<file path="config.mk">
export PLATFORM = sky130hd
export DESIGN_NAME = burst_ram_arbiter
export DESIGN_NICKNAME = d
export VERILOG_FILES = /design/src/rtl/burst_ram_arbiter.sv
export SDC_FILE = /design/constraint.sdc
export NUM_CORES = 1
export LEC_CHECK = 0
export CAP_MARGIN = 20
export CORE_ASPECT_RATIO = 1.25
export CORE_UTILIZATION = 60
export DETAILED_ROUTE_END_ITERATION = 10
export DONT_BUFFER_PORTS = 1
export GPL_TIMING_DRIVEN = 0
export PLACE_DENSITY = 0.79
export SYNTH_ARGS = -nofsm -noshare
export SYNTH_HDL_FRONTEND = slang
export SYNTH_SLANG_ARGS = --single-unit
export TNS_END_PERCENT = 30
</file>
<file path="constraint.sdc">
create_clock -name clk -period 8.6 [get_ports clk]
set_clock_uncertainty 0.15 [all_clocks]
set_input_delay 1.29 -clock clk [delete_from_list [all_inputs] [get_ports clk]]
set_output_delay 1.29 -clock clk [all_outputs]
set_load 0.02 [all_outputs]
</file>
<file path="src/rtl/burst_ram_arbiter.sv">
// burst_ram_arbiter: round-robin sharing of one PSRAM burst port between two cache clients
module burst_ram_arbiter #(
  parameter int RAM_DEPTH_BITWIDTH = 21,
  parameter int COMMAND_DELAY_INTERVAL = 13,
  parameter int BURST_BEATS = 4
) (
  input  logic                          clk,
  input  logic                          rst,
  input  logic                          m0_cmd,
  input  logic                          m0_cmd_en,
  input  logic [RAM_DEPTH_BITWIDTH-1:0] m0_addr,
  input  logic [63:0]                   m0_wr_data,
  output logic [63:0]                   m0_rd_data,
  output logic                          m0_rd_data_valid,
  input  logic                          m1_cmd,
  input  logic                          m1_cmd_en,
  input  logic [RAM_DEPTH_BITWIDTH-1:0] m1_addr,
  input  logic [63:0]                   m1_wr_data,
  output logic [63:0]                   m1_rd_data,
  output logic                          m1_rd_data_valid,
  output logic                          br_cmd,
  output logic                          br_cmd_en,
  output logic [RAM_DEPTH_BITWIDTH-1:0] br_addr,
  output logic [63:0]                   br_wr_data,
  output logic [7:0]                    br_data_mask,
  input  logic [63:0]                   br_rd_data,
  input  logic                          br_rd_data_valid,
  output logic                          overflow
);
  localparam int AW = RAM_DEPTH_BITWIDTH;
  localparam int BW = $clog2(BURST_BEATS);
  localparam logic [BW:0] FULL = (BW+1)'(BURST_BEATS);
  localparam logic [BW-1:0] LAST = BW'(BURST_BEATS - 1);
  typedef enum logic [1:0] {IDLE, ISSUE, WR_BEATS, RD_WAIT} state_t;
  state_t state, state_nx;
  logic cmd_en [2];
  logic cmd [2];
  logic [AW-1:0] addr [2];
  logic [63:0] wr_data [2];
  logic [AW:0] q [2][2];
  logic [1:0] q_cnt [2];
  logic [63:0] wbuf [2][BURST_BEATS];
  logic [BW:0] wb_cnt [2];
  logic wb_busy [2];
  logic elig [2];
  logic pop [2];
  logic push [2];
  logic drop [2];
  logic wfree [2];
  logic [5:0] dly;
  logic owner, last_grant, grant, last_beat;
  logic [BW-1:0] beat;
  logic [AW:0] head;
  assign cmd_en[0] = m0_cmd_en;
  assign cmd_en[1] = m1_cmd_en;
  assign cmd[0] = m0_cmd;
  assign cmd[1] = m1_cmd;
  assign addr[0] = m0_addr;
  assign addr[1] = m1_addr;
  assign wr_data[0] = m0_wr_data;
  assign wr_data[1] = m1_wr_data;
  assign head = q[owner][0];
  assign last_beat = beat == LAST;
  assign grant = elig[0] && elig[1] ? !last_grant : elig[1];
  assign m0_rd_data = br_rd_data;
  assign m1_rd_data = br_rd_data;
  assign m0_rd_data_valid = state == RD_WAIT && !owner && br_rd_data_valid;
  assign m1_rd_data_valid = state == RD_WAIT && owner && br_rd_data_valid;
  assign br_cmd_en = state == ISSUE;
  assign br_cmd = state == ISSUE && head[AW];
  assign br_addr = state == ISSUE ? head[AW-1:0] : '0;
  assign br_wr_data = state == ISSUE && head[AW] ? wbuf[owner][0] : state == WR_BEATS ? wbuf[owner][beat] : '0;
  assign br_data_mask = '0;
  always_comb begin
    for (int i = 0; i < 2; i++) begin
      elig[i] = q_cnt[i] != 2'd0 && (!q[i][0][AW] || wb_cnt[i] == FULL);
      pop[i] = state == ISSUE && owner == 1'(i);
      wfree[i] = state == WR_BEATS && owner == 1'(i) && last_beat;
      push[i] = cmd_en[i] && !((q_cnt[i] == 2'd2 && !pop[i]) || (cmd[i] && wb_busy[i]));
      drop[i] = cmd_en[i] && !push[i];
    end
    state_nx = state == IDLE ? ((dly == 6'd0 && (elig[0] || elig[1])) ? ISSUE : IDLE)
             : state == ISSUE ? (head[AW] ? WR_BEATS : RD_WAIT)
             : state == WR_BEATS ? (last_beat ? IDLE : WR_BEATS)
             : (br_rd_data_valid && last_beat) ? IDLE : RD_WAIT;
  end
  always_ff @(posedge clk) begin
    if (rst) begin
      state <= IDLE;
      dly <= '0;
      owner <= 1'b0;
      last_grant <= 1'b1;
      beat <= '0;
      overflow <= 1'b0;
      for (int i = 0; i < 2; i++) begin
        q_cnt[i] <= '0;
        wb_cnt[i] <= '0;
        wb_busy[i] <= 1'b0;
      end
    end else begin
      state <= state_nx;
      // loaded two short so the following IDLE->ISSUE lands exactly the interval after this issue
      dly <= state == ISSUE ? 6'(COMMAND_DELAY_INTERVAL - 2) : dly - 6'(dly != 6'd0);
      overflow <= overflow | drop[0] | drop[1];
      if (state == IDLE && state_nx == ISSUE) begin
        owner <= grant;
        last_grant <= grant;
      end
      beat <= state == ISSUE ? BW'(head[AW])
            : (state == WR_BEATS || (state == RD_WAIT && br_rd_data_valid)) ? beat + BW'(1) : beat;
      for (int i = 0; i < 2; i++) begin
        if (pop[i]) q[i][0] <= q[i][1];
        if (push[i]) q[i][q_cnt[i][1] | (q_cnt[i][0] & !pop[i])] <= {cmd[i], addr[i]};
        q_cnt[i] <= q_cnt[i] + 2'(push[i]) - 2'(pop[i]);
        if (push[i] && cmd[i]) begin
          wbuf[i][0] <= wr_data[i];
          wb_cnt[i] <= (BW+1)'(1);
          wb_busy[i] <= 1'b1;
        end else if (wb_busy[i] && wb_cnt[i] != FULL) begin
          wbuf[i][wb_cnt[i][BW-1:0]] <= wr_data[i];
          wb_cnt[i] <= wb_cnt[i] + (BW+1)'(1);
        end
        if (wfree[i]) begin
          wb_busy[i] <= 1'b0;
          wb_cnt[i] <= '0;
        end
      end
    end
  end
endmodule

</file>
Word level (Yosys, flattened, before mapping)
Memory sizes are Yosys's and may differ from the RTL's. A register that Yosys moved wholly into a read port is not among the register bits.
Cells that the tools add are included.
Word-level totals
  word-level logic and storage cells: 544
  bits in writable memories: 612
  output and inout port bits: 226
  memories kept: 5
  flip-flop bits (word level): 13
Cells by class
  equality and inequality tests: 11
  bitwise logic cells: 196
  multiplexer cells: 250
  reduce and logical (&&, ||, !) cells: 57
  order comparisons: 9
  add/sub/neg operators: 8
Memory list
  wbuf: words 2, bits a word 256, rd ports 1, clocked after Yosys merged registers in 1, write ports 2, RTL line 42  | logic [63:0] wbuf [2][BURST_BEATS];
  q: words 2, bits a word 44, rd ports 3, clocked after Yosys merged registers in 1, write ports 2, RTL line 40  | logic [AW:0] q [2][2];
  wb_cnt: words 2, bits a word 3, rd ports 2, clocked after Yosys merged registers in 0, write ports 2, RTL line 43  | logic [BW:0] wb_cnt [2];
  q_cnt: words 2, bits a word 2, rd ports 2, clocked after Yosys merged registers in 0, write ports 2, RTL line 41  | logic [1:0] q_cnt [2];
  wb_busy: words 2, bits a word 1, rd ports 2, clocked after Yosys merged registers in 0, write ports 2, RTL line 44  | logic wb_busy [2];
Operators with widths (number)
  256-bit 2-to-1 mux: 2
  64-bit 2-to-1 mux: 6
  64-bit demux with 2-bit select: 2
  1-bit 2-to-1 mux: 218
  1-bit bitwise OR: 188
  64-bit binary-select mux with 2-bit select: 1
  44-bit 2-to-1 mux: 2
  22-bit demux with 1-bit select: 2
  22-bit 2-to-1 mux: 2
  1-bit logical AND: 34
  21-bit 2-to-1 mux: 1
  3-bit 2-to-1 mux: 6
  2-bit 2-to-1 mux: 7
  2-bit == test (second input constant): 5
  1-bit zero test: 10
  3-bit >= comparator (second input constant): 3
  2-bit NOT with 3-bit output: 3
  3-bit by 1-bit adder with 3-bit output (second input constant): 2
  3-bit == test (second input constant): 2
  6-bit zero test: 1
  1-bit logical OR: 6
  3-bit by 1-bit < comparator with 1-bit output (second input constant): 2
  3-bit inequality test (second input constant): 2
  2-bit nonzero test: 3
  other kinds (14): 21

Longest topological paths before layout
  depth after elaboration: 14
  depth in mapped cells: 9
  gate-level depth less buffers: 8

Worst setup path before layout
No wires, ideal clock.
  kind: input -> register
  start: in rst
  end: mem wbuf[1][192] (netlist bit), enable pin
  data arrival time: 3424 ps
  setup slack: 4605 ps
  required time: 8029 ps
  library setup time: 421 ps
  cell stages on the path: 3
  cell sequence: nand2b_1 -> a2111oi_2 -> a21o_1
RTL lines
  start: declaration: RTL line 8  | input logic rst,
  end: declaration: RTL line 42

Final worst setup path
  start: reg state[1]
  end: out br_wr_data[49]
On the way
  longest elaborated chain between the ends: 3
  elaborated cells between the ends (all ways): 5
  those cells by class: eq/ne (2); mux (2); reduce/logical (1)
RTL lines
  start: declaration: RTL line 35  | state_t state, state_nx;
  start signal: assignment: RTL line 101  | state <= state_nx;
  2-bit by 1-bit == test with 1-bit output
  via br_cmd_en: RTL line 22  | output logic br_cmd_en,
  1-bit logical AND: RTL line 72  | assign br_wr_data = state == ISSUE && head[AW] ? wbuf[owner][0] : state == WR_BEATS ? wbuf[owner][beat] : '0;
  via br_cmd: RTL line 21  | output logic br_cmd,
  64-bit 2-to-1 mux: RTL line 72
  end: declaration: RTL line 24  | output logic [63:0] br_wr_data,
The timed path passes the listed nets, and every way through them passes these cells.

==> impl_metrics.json <==
{
  "status": "finished, final reports clean",
  "tightest_slew_ns": 1.07,
  "clock_path_buffers": 3,
  "slew_viol_final": 0,
  "yosys_most_used_dff": "edfxtp_1",
  "antenna_found_initial": 0,
  "drtIter0Drc": 1279,
  "path_cells": "nand2b_1, clkbuf_1, inv_1, nand2_1, clkbuf_1, inv_1, clkbuf_1, nor2_1, o221ai_1",
  "crit_top_cell": "clkbuf_1",
  "critPathTopFamily": "buffers and inverters",
  "drive_above_1_share": 0.172,
  "numClockSinks": 626,
  "min_path_type": "reg2reg",
  "ctsHoldBuffers": 0,
  "finalHoldViolations": 0,
  "power.leakage_uw": 0.00924,
  "internal_power_uw": 5370,
  "chipHeight_um": 236,
  "grt_overflow": 0,
  "path_class": "reg2out",
  "fin_tns_setup_ns": 0,
  "synth-xor-area-share": 0.00333,
  "synth_edf_count": 607,
  "finalNonFillerCells": 2360,
  "power.switching_uw": 2030,
  "diodes": 0,
  "row_count": 85,
  "grt_use_total": 0.277,
  "post-route-min-period_ns": 5.52,
  "ios": 467,
  "coreArea_um2": 43200,
  "switching_share": 0.275,
  "hpwl_um": 40800,
  "syn_to_final_growth_pct": 10.8,
  "initial_utilization": 0.610,
  "syn_area_per_cell_um2": 15.7,
  "synth_adder_area_share": 0.00808,
  "postRouteAntennaNets": 0,
  "portBuffers": 0,
  "gp_congestion": 0.798,
  "syn_area_um2": 26300,
  "setup-violations-final": 0,
  "dieArea_um2": 44700,
  "cts_resized": 0,
  "wl_um": 63300,
  "relSlewSlack": 0.286,
  "start_kind": "register",
  "yosys.area_share.simple": 0.0401,
  "cts_tree": "done",
  "synth_seq_cells": 626,
  "yosys-top-cells-area": "edfxtp_1, mux2i_1, buf_4, mux2_2, nor2_1",
  "final_nets": 2011,
  "synth_top_area_share": 0.692,
  "grt_setup_unrepaired": "false",
  "sequentialPowerShare": 0.486,
  "combPwrFrac": 0.180,
  "drv_cap": 0,
  "finalCritPeriodShare": 0.642,
  "cp.arrival_ns": 4.08,
  "yosys.area.top_type": "edfxtp_1",
  "h-tree-depth": 2,
  "grt_pass1_wl_um": 90900,
  "worst_path_max_delay_cell": "clkbuf_1",
  "die_x_um": 189,
  "clkPwrFrac": 0.334,
  "synth_top_family_by_area": "multiplexers",
  "clock_latency_ns": 0.61,
  "drc": 0,
  "seq_area_frac_synth": 0.706,
  "fin_util": 0.676,
  "cpPeakStageDelay_ns": 0.81,
  "root_buffer": "clkbuf_16",
  "synthTopCellsByCount": "edfxtp_1, mux2i_1, buf_4, nor2_1, clkbuf_1",
  "path_buf_inv": 5,
  "max_freq_mhz": 181,
  "post-place-cells": 2259,
  "synth_compound_area_frac": 0.0505,
  "yosysWarningCount": 0,
  "avgRoutedWirePerCell_um": 26.8,
  "postSynthCellCount": 1677,
  "routed-via-count": 14600,
  "synthDistinctLibCells": 47,
  "worst-path-max-fanout": 10,
  "grt_pass1_vias": 15000,
  "grt_max_degree": 51,
  "cp.required_ns": 7.16,
  "synth.area.mux_share": 0.135,
  "drt_pass1_iterations": 5,
  "power.density_nw_per_um2": 254,
  "cts_buffers": 57,
  "crit_path_end_kind": "primary output",
  "synthArstFlopShare": 0,
  "vias_per_cell": 6.19,
  "yosysMostFrequentCell": "edfxtp_1",
  "post_cts_buffers": 0,
  "max-vdd-ir-drop_mv": 0.205,
  "clk_pin_slew_ns": 0.07
}
cell type report:
type | instances | area, µm²
Multi-Input combinational cell | 810 | 6310
Sequential cell | 626 | 18600
Buffer | 226 | 1400
Clock buffer | 73 | 1540
Timing Repair Buffer | 10 | 246
Inverter | 22 | 82.6
Clock inverter | 28 | 275
Fill cell | 2814 | 14000
Tap cell | 565 | 707
sequential cells by signal (all words and copies together), names as in the netlist, named ones only:
| signal | flops |
|---|---|
| wbuf | 512 |
| q | 88 |
| dly | 6 |
| wb_cnt | 6 |
| q_cnt | 4 |
| beat | 2 |
| state | 2 |
| wb_busy | 2 |
| last_grant | 1 |
| overflow | 1 |
| owner | 1 |
path summary, 6_finish.rpt:
check | startpoint | endpoint | slack [ns] | cells past startpoint
min | q[1][10]$_DFFE_PP_ | q[1][32]$_DFFE_PP_ | 0.40 | 1
min reg2reg | q[1][10]$_DFFE_PP_ | q[1][32]$_DFFE_PP_ | 0.40 | 1
max reg2reg | owner$_SDFFE_PP0P_ | q[1][37]$_DFFE_PP_ | 5.33 | 5
max | state[1]$_SDFF_PP0_ | br_wr_data[49] | 3.08 | 9
layout by cell type, fill, tap and decap left out, drive strengths merged, types with 4 or more instances in the layout:
| master | Yosys | layout |
|---|---|---|
| edfxtp | 607 | 607 |
| bufinv | 0 | 5 |
| and2 | 7 | 7 |
| nor2 | 105 | 105 |
| nand2b | 4 | 4 |
| o21ai | 40 | 40 |
| dfxtp | 19 | 19 |
| mux2 | 43 | 43 |
| mux2i | 307 | 307 |
| xor2 | 5 | 5 |
| clkinv | 0 | 20 |
| nand3 | 34 | 34 |
| o221ai | 29 | 29 |
| ha | 17 | 17 |
| inv | 22 | 22 |
| xnor2 | 5 | 5 |
| a21oi | 40 | 40 |
| clkbuf | 59 | 132 |
| nor2b | 8 | 8 |
| o211ai | 34 | 34 |
| buf | 167 | 177 |
| nor3 | 7 | 7 |
| nand2 | 45 | 45 |
| a21o | 7 | 7 |
| a22oi | 36 | 36 |
| conb | 1 | 8 |
worst reg2reg max path, cell delays in order, from the launching register on:
cell      delay, ns
dfxtp_1        0.43
nand3b_1       0.22
a22o_1         0.31
nor4_2         0.59
buf_2          0.38
a21o_1         0.78
metal layers:
metal / share of wire / vias up / wire (µm) / global-route usage
met2: 0.50 / 763 / 31800 / 0.466
met1: 0.36 / 7310 / 22900 / 0.325
li1: - / 6402 / - / -
met4: 0.032 / 0 / 2000 / 0.112
met5: 0 / - / 0 / 0
met3: 0.10 / 136 / 6530 / 0.0917
through the flow:
step | setup slack [ns] | total power (µW) | hold slack, ns | area [µm²]
finish | 3.08 | 7410 | 0.396 | 29200
detailed placement | 3.74 | 4990 | 0.384 | 27400
global placement | 2.89 | 4950 | 0.360 | 27100
CTS | 3.06 | 7420 | 0.399 | 29200
global route | 2.95 | 7630 | 0.410 | 29200
floorplan | 4.61 | 4620 | 0.342 | 26400
cell families after synthesis:
logic type	after synthesis
flip-flops	626
multiplexers	350
buffers and inverters	248
AND/OR/NAND/NOR	229
AO/OA/AOI/OAI	196
adder cells (fa/ha/maj)	17
XOR/XNOR	10
other	1
power groups by stage:
| stage | Sequential [µW] | Clock [µW] | Combinational, µW |
|---|---|---|---|
| floorplan | 3650 | 0 | 970 |
| global placement | 3670 | 0 | 1280 |
| detailed placement | 3670 | 0 | 1320 |
| CTS | 3600 | 2490 | 1330 |
| global route | 3610 | 2600 | 1410 |
| finish | 3600 | 2470 | 1330 |
Power figures use the tool's default switching activity.
